==> src/rtl/flow_pkg.sv <==
// Shared definitions for the 8-lane flow counters: lane/tag widths and
// the popcount/thermometer helpers used by both the write and read sides.
package flow_pkg;

   localparam int LANES = 8;
   localparam int TAG_W = 8;

   function automatic logic [3:0] popcnt8(input logic [0:LANES-1] m);
      logic [3:0] s;
      s = '0;
      for (int i = 0; i < LANES; i++) begin
         s = s + {3'b000, m[i]};
      end
      return s;
   endfunction

   // Bits 0..n-1 set, bit 0 first; n saturates at LANES.
   function automatic logic [0:LANES-1] therm8(input logic [3:0] n);
      logic [0:LANES-1] t;
      t = '0;
      for (int i = 0; i < LANES; i++) begin
         t[i] = (4'(i) < n);
      end
      return t;
   endfunction

endpackage

==> src/rtl/flow_drain8_if.sv <==
// Producer/consumer handshake bundle for the read-side flow counter.
// slave is the counter; master is whoever drives arrivals, releases and flushes.
interface flow_drain8_if
   import flow_pkg::*;
   #(parameter int CAPACITY = 64);

   localparam int CW = $clog2(CAPACITY + 1);

   logic             inEn;
   logic [0:LANES-1] inMask;
   logic             inReady;
   logic             outReady;
   logic             outValid;
   logic [0:LANES-1] outMask;
   logic [TAG_W-1:0] readTag;
   logic             flushEn;
   logic [TAG_W-1:0] flushTag;
   logic [CW-1:0]    count;
   logic             overflowErr;

   modport slave (
      input  inEn, inMask, outReady, flushEn, flushTag,
      output inReady, outValid, outMask, readTag, count, overflowErr
   );

   modport master (
      output inEn, inMask, outReady, flushEn, flushTag,
      input  inReady, outValid, outMask, readTag, count, overflowErr
   );

endinterface

==> src/rtl/flow_drain8_popcount8.sv <==
// 8-lane popcount; one instance counts arrivals, the other releases.
module popcount8
   import flow_pkg::*;
(
   input  logic [0:LANES-1] mask,
   output logic [3:0]       pop
);

   assign pop = popcnt8(mask);

endmodule

==> src/rtl/flow_drain8.sv <==
// Read-side occupancy tracker for an in-order buffer: accepts 8-lane arrival
// groups, offers thermometer release masks, and advances the read tag.
module flow_drain8
   import flow_pkg::*;
   #(parameter int CAPACITY = 64)
(
   input  logic clk,
   input  logic resetN,
   flow_drain8_if.slave bus
);

   localparam int CW = $clog2(CAPACITY + 1);
   localparam logic [CW-1:0] OPEN_MARK = CW'(CAPACITY - LANES);

   logic [CW-1:0]    countQ;
   logic [TAG_W-1:0] tagQ;
   logic             errQ;

   logic [3:0]       popIn;
   logic [3:0]       popOut;
   logic [3:0]       nOut;
   logic             accepted;
   logic             taken;
   logic [CW:0]      addIn;
   logic [CW:0]      subOut;
   logic [CW:0]      countNext;

   popcount8 u_popIn  (.mask(bus.inMask),  .pop(popIn));
   popcount8 u_popOut (.mask(bus.outMask), .pop(popOut));

   // All outputs decode from registered state only.
   assign nOut            = (countQ >= CW'(LANES)) ? 4'd8 : countQ[3:0];
   assign bus.outMask     = therm8(nOut);
   assign bus.outValid    = (countQ != '0);
   assign bus.inReady     = (countQ <= OPEN_MARK);
   assign bus.count       = countQ;
   assign bus.readTag     = tagQ;
   assign bus.overflowErr = errQ;

   assign accepted  = bus.inEn & bus.inReady;
   assign taken     = bus.outReady & bus.outValid;
   assign addIn     = accepted ? (CW+1)'(popIn)  : '0;
   assign subOut    = taken    ? (CW+1)'(popOut) : '0;
   assign countNext = {1'b0, countQ} + addIn - subOut;

   always_ff @(posedge clk) begin
      if (!resetN) begin
         countQ <= '0;
         tagQ   <= '0;
         errQ   <= 1'b0;
      end else if (bus.flushEn) begin
         countQ <= '0;
         tagQ   <= bus.flushTag;
      end else begin
         countQ <= countNext[CW-1:0];
         tagQ   <= tagQ + {{(TAG_W-4){1'b0}}, (taken ? popOut : 4'd0)};
         if (bus.inEn && !bus.inReady && (popIn != 4'd0)) begin
            errQ <= 1'b1;
         end
      end
   end

endmodule

==> src/flat_wrapper.sv <==
// flat-port wrapper written by rule: the top's interface ports become plain ports
module flow_drain8_flat import flow_pkg::*;
#(parameter int CAPACITY = 64)
  (clk, resetN, bus_inEn, bus_inMask, bus_outReady, bus_flushEn, bus_flushTag, bus_inReady, bus_outValid, bus_outMask, bus_readTag, bus_count, bus_overflowErr);
  flow_drain8_if #(.CAPACITY(CAPACITY)) bus_i ();
  input  logic clk;
  input  logic resetN;
  input wire logic [$bits(bus_i.inEn)-1:0] bus_inEn;
  input wire logic [$bits(bus_i.inMask)-1:0] bus_inMask;
  input wire logic [$bits(bus_i.outReady)-1:0] bus_outReady;
  input wire logic [$bits(bus_i.flushEn)-1:0] bus_flushEn;
  input wire logic [$bits(bus_i.flushTag)-1:0] bus_flushTag;
  output wire logic [$bits(bus_i.inReady)-1:0] bus_inReady;
  output wire logic [$bits(bus_i.outValid)-1:0] bus_outValid;
  output wire logic [$bits(bus_i.outMask)-1:0] bus_outMask;
  output wire logic [$bits(bus_i.readTag)-1:0] bus_readTag;
  output wire logic [$bits(bus_i.count)-1:0] bus_count;
  output wire logic [$bits(bus_i.overflowErr)-1:0] bus_overflowErr;
  assign bus_i.inEn = bus_inEn;
  assign bus_i.inMask = bus_inMask;
  assign bus_i.outReady = bus_outReady;
  assign bus_i.flushEn = bus_flushEn;
  assign bus_i.flushTag = bus_flushTag;
  assign bus_inReady = bus_i.inReady;
  assign bus_outValid = bus_i.outValid;
  assign bus_outMask = bus_i.outMask;
  assign bus_readTag = bus_i.readTag;
  assign bus_count = bus_i.count;
  assign bus_overflowErr = bus_i.overflowErr;
  flow_drain8 #(.CAPACITY(CAPACITY)) u_core (.clk(clk), .resetN(resetN), .bus(bus_i));
endmodule
==> config.mk <==
export PLATFORM = sky130hd
export DESIGN_NAME = flow_drain8_flat
export DESIGN_NICKNAME = d
export VERILOG_FILES = /design/src/rtl/flow_pkg.sv /design/src/rtl/flow_drain8_if.sv /design/src/rtl/flow_drain8_popcount8.sv /design/src/rtl/flow_drain8.sv /design/src/flat_wrapper.sv
export SDC_FILE = /design/constraint.sdc
export NUM_CORES = 1
export LEC_CHECK = 0
export CORE_MARGIN = 10
export CORE_UTILIZATION = 52
export DETAILED_ROUTE_END_ITERATION = 10
export PLACE_DENSITY = 0.86
export SYNTH_ARGS = -nofsm -noshare
export SYNTH_HDL_FRONTEND = slang
export SYNTH_SLANG_ARGS = --single-unit
==> constraint.sdc <==
create_clock -name clk -period 13.3 [get_ports clk]
set_input_delay 2.66 -clock clk [delete_from_list [all_inputs] [get_ports clk]]
set_output_delay 2.66 -clock clk [all_outputs]
set_load 0.02 [all_outputs]
; Yosys cells after proc, flatten, opt, wreduce, memory -nomap -nowiden
; Index checks and enable logic that the tools add are counted.
[word_totals]
out_inout_bits = 26
word_cells = 46
in_bits = 21
reg_bits = 16
[classes]
magnitude_cmp = 10
n_bitwise = 4
mux = 5
reduce_logical = 7
n_addsub = 17
[op_table]
columns = op, n
row1 = adder 4 x 1 -> 4 bit, 8
row2 = "< comparator 3 x 4 -> 1 bit, first input constant", 4
row3 = 2-to-1 mux 4 bit, 4
row4 = adder 3 x 1 -> 4 bit, 2
row5 = adder 8 x 4 -> 8 bit, 1
row6 = "< comparator 1 x 4 -> 1 bit, first input constant", 2
row7 = "< comparator 2 x 4 -> 1 bit, first input constant", 2
row8 = 2-to-1 mux 8 bit, 1
row9 = adder 7 bit, 1
row10 = ">= comparator 7 x 4 -> 1 bit, second input constant", 1
row11 = "less-or-equal comparator 7 x 6 -> 1 bit, second input constant", 1
row12 = nonzero test 7 bit, 1
row13 = subtractor 7 bit, 1
row14 = adder 2 x 1 -> 3 bit, 2
row15 = adder 1 x 1 -> 2 bit, 2
row16 = nonzero test 4 bit, 1
row17 = AND 1 bit, 2
row18 = logical AND 1 bit, 2
row19 = inverter 1 bit, 2
row20 = AND reduction 2 bit, 1
row21 = OR reduction 2 bit, 1
row22 = zero test 1 bit, 1

; Logic depth before layout (Yosys ltp)
[logic_depth]
word_depth = 13
ltp_mapped = 24
mapped_depth_nobuf = 23

; Modules after synthesis
; A second synthesis with hierarchy kept.
[hier_totals]
hier_cells = 211
hier_area_um2 = 1714.1
[by_module_without_submodules]
columns = mod, cells_per_inst, instances, area_each_um2, seq_area_each_um2
row1 = flow_drain8, 163, 1, 1333.8, 320.3
row2 = popcount8, 24, 2, 190.2, 0.0

; Worst setup path before layout
; No wires, ideal clock.
[synth_path]
kind = input to register
start = input port bus_inMask[0]
end = register u_core.countQ[6] (netlist: u_core.bus.count[6])
required_ns = 13.165
path_buffers = 0
setup_time_ns = 0.135
setup_slack_ns = 6.776
t_arrival_ns = 6.389
stages = 15
cell_sequence = fa_1 > inv_1 > fa_1 > fa_1 > inv_1 > ha_1 > fa_1 > nand2_1 > fa_1 > inv_1 > fa_1 > a21oi_1 > o21ai_0 > nand4b_1 > o211ai_1
[synth_via]
elab_chain_len = 4
[synth_rtl]
columns = element, line
row1 = from (decl), flat_wrapper.sv:9  ; input wire logic [$bits(bus_i.inMask)-1:0] bus_inMask;
row2 = adder 4 x 1 -> 4 bit, flow_pkg.sv:12  ; s = s + {3'b000, m[i]};
row3 = 2-to-1 mux 4 bit, flow_drain8.sv:42  ; assign addIn = accepted ? (CW+1)'(popIn) : '0;
row4 = adder 7 bit, flow_drain8.sv:44  ; assign countNext = {1'b0, countQ} + addIn - subOut;
row5 = subtractor 7 bit, flow_drain8.sv:44
row6 = to (signal assigned), flow_drain8.sv:55  ; countQ <= countNext[CW-1:0];
row7 = to (decl), flow_drain8.sv:15  ; logic [CW-1:0] countQ;
; Every way passes these cells.
; A chain may end at the register's enable or synchronous reset.

; Worst setup path after layout
; Same ends and word-level chain as after synthesis.

==> reports/metrics.csv <==
stage,metric,value,unit
run_status,status,completed,
floorplan,# IOs,47,
timing,fin crit share,52.0,%
setup_path,Crit path required time,13480,ps
finish,Fill cells,250,
flow_run,max-cap check violation count,0,
route,Post-DRT Antenna Nets,0,
cts,clock latency at the later pin of the worst-skew pair,290,ps
yosys,cells after synthesis,202,
finish,Register Area,320,um^2
setup_path,Setup Crit Path Kind,in -> reg,
setup_path,worst path cell trace,clkdlybuf4s50_1 > fa_1 > inv_1 > fa_1 > fa_1 > inv_1 > ha_1 > fa_1 > nand2_1 > fa_1 > inv_1 > fa_1 > a21oi_1 > o21ai_0 > nand4b_1 > o211ai_1,
cts,worst-case clock buffer depth,2,
power_and_ir_drop,total power,593,uW
grt,number of global-route vias before repair,1559,
cts,Root Buffer,clkbuf_4,
power_and_ir_drop,Pwr Density,272,mW/mm^2
finish,"Core Util, Final",71.4,%
timing,Peak Freq,145,MHz
place,DP Wirelength,3400,um
cts,CTS tree,done,
floorplan,die height,76.3,um
cts,Sink Count,16,
route,Initial DRC Count,82,
yosys,Syn. warnings,0,
route,Metal-1 WL,1880,um
floorplan,Core ar.,0.00305,mm^2
setup_path,WP data arrival,7090,ps
route,Avg WL per Cell,14.0,um
finish,P&R area growth vs syn,32.1,%
finish,Final #Nets,300,
route,met2 wire len,1860,um
timing,RSZ-0062 raised after global routing,false,
grt,total grt overflow,0,
grt,initial antenna violation count,0,
route,1st-pass router iterations,4,
min_path,worst hold stages,1,
cts,Worst-path clk slew,100,ps
yosys,"EDFF count, synth",0,
timing,minimum clock period after layout,6920,ps
place,Placed Area,0.00214,mm^2
power_and_ir_drop,leakage,0.973,nW
yosys,sequential-to-total area share from yosys stat,19.4,%
timing,post-route clock skew,1.43,ps
finish,area of the multi-input gates,0.00117,mm^2
yosys,Mapped Avg Cell Area,8.17,um^2
yosys,Post-synth ARST share,0,%
yosys,Main synth FF type,dfxtp_1,
yosys,Synth Cell Area,0.00165,mm^2
place,RePlAce Congestion,0.899,
min_path,worst min-delay path class,reg -> reg,
finish,layout cell share with drive strength beyond 1,2.43,%
timing,# setup viols final,0,
setup_path,Worst path most repeated cell,fa_1,
setup_path,slowest library cell on the worst path,fa_1,
grt,largest net degree at the start of global routing,17,
timing,Max Slew Vio Count,0,
floorplan,Rows,20,
timing,worst slew pin tran,715,ps
route,vias per inst,5.31,
setup_path,worst-path maximum fanout,3,
route,top routing layer used,met4,
route,via count,1546,
timing,Hold Slack,473,ps
timing,final hold violations,0,
floorplan,Initial Util,54.1,%
grt,first-pass GRT wire length,7110,um
finish,final instance area,0.00218,mm^2
route,Residual DRC,0,
setup_path,crit path launch type,input port,
cts,post-CTS sizing,0,
yosys,"Distinct cells, synth",40,
yosys,Yosys reg bits,16,
timing,final setup TNS,0,ps
setup_path,cells on worst reg2reg path,23,
yosys,syn nets,254,
grt,GRT Overall Usage,14.2,%
cts,hold_buf cts,0,
power_and_ir_drop,worst vdd rail ir drop,0.148,mV
setup_path,Worst setup EP type,flip-flop,
setup_path,CP max stage delay,550,ps
floorplan,die area,0.00583,mm^2
cts,number of buffers created by CTS,3,
finish,ANT cells,0,
cts,Post-CTS Setup Inserts,0,
cts,H-tree depth,1,
route,final WL,4070,um
route,wire length on met3,274,um
place,Port-buffer cells,46,
timing,max_slew headroom,52.2,%
floorplan,die width,76.3,um
## critical path, delay by kind of cell
kind / cells / cell delay (ps)
adders and majority gates: 7 / 3140
buffers and inverters: 4 / 600
AOI/OAI and AO/OA: 3 / 490
and+or+nand+nor: 2 / 220
## synthesized netlist by cell type, types with 2 or more instances
library cell	count	area, um^2
buf_2	3	15.0
or4_1	2	15.0
o211ai_1	4	30.0
nor2b_1	3	18.8
nor3b_1	2	15.0
a21oi_1	4	20.0
mux2i_1	2	20.0
xor2_1	3	26.3
clkbuf_1	2	7.51
ha_1	20	250
nor3_1	5	25.0
nand2b_1	3	18.8
dfxtp_1	16	320
a311oi_1	2	17.5
and3_1	7	43.8
fa_1	11	220
nand2_1	13	48.8
a21o_1	2	15.0
inv_1	36	135
o21ai_0	14	70.1
and2_1	7	43.8
nor2_1	8	30.0
nand4_1	3	18.8
a211oi_1	3	22.5
xnor2_1	4	35.0
nand3_1	8	40.0
and4_1	2	17.5
## routing by layer
| metal | up-vias | GRT usage (%) |
|---|---|---|
| met4 | 0 | 5.20 |
| met3 | 4 | 3.18 |
| met5 | - | 0 |
| met2 | 45 | 22.8 |
| met1 | 722 | 18.1 |
| li1 | 775 | - |
## through the flow
stage / cells / setup WS, ps
2_1_floorplan: 202 / 6780
3_3_place_gp: 287 / 6190
3_5_place_dp: 287 / 6110
6_report: 291 / 6380
4_1_cts: 291 / 6390
5_1_grt: 291 / 6140
## cell usage in the layout (no fill, tap or decap), types with 2 or more instances in the layout
cell type,count
a211oi_1,3
a21o_1,2
a21oi_1,4
a311oi_1,2
and2_1,7
and3_1,7
and4_1,2
clkbuf_4,3
clkdlybuf4s50_1,46
dfxtp_1,16
fa_1,11
ha_1,20
inv_1,36
mux2i_1,2
nand2_1,13
nand2b_1,3
nand3_1,8
nand4_1,3
nor2_1,8
nor2b_1,3
nor3_1,5
nor3b_1,2
o211ai_1,4
o21ai_0,14
or4_1,2
xnor2_1,4
xor2_1,3
## cells by family (layout without fill, tap and decap cells)
family / count (synthesis) / after routing / share of synthesized area, %
flip-flops: 16 / 16 / 19.4
AND/OR/NAND/NOR: 70 / 70 / 23.8
XOR/XNOR: 7 / 7 / 3.72
multiplexers: 3 / 3 / 1.90
adder cells (fa/ha/maj): 31 / 31 / 28.5
buffers and inverters: 41 / 86 / 9.55
AO/OA/AOI/OAI: 34 / 34 / 13.1
## sequential cells by signal, summed over array words and instances, names as in the netlist
name                    flops
u_core.bus.count            7
u_core.bus.readTag          8
u_core.bus.overflowErr      1
## cell type report
cell class                 count  share of cell area (%)
sequential                    16                    14.7
clock buffer                   4                    1.66
timing repair buffer          46                    21.1
inverter                      36                    6.20
multi-input combinational    145                    53.8
tap                           44                    2.53
## path summary, 6_finish.rpt
kind / from / slack [ps] / endpoint
setup / recovery: bus_inMask[0] / 6380 / u_core.bus.count[6]
hold / removal: u_core.bus.overflowErr / 470 / u_core.bus.overflowErr
setup reg to reg: u_core.bus.count[5] / 7950 / u_core.bus.count[6]
hold reg to reg: u_core.bus.overflowErr / 470 / u_core.bus.overflowErr
## report_power, final
part | internal [mW] | switching, mW | leakage (nW)
clock | 0.0167 | 0.0176 | 0.0210
combinational | 0.221 | 0.268 | 0.820
sequential | 0.0592 | 0.0101 | 0.132
Power figures use the tool's default switching activity.
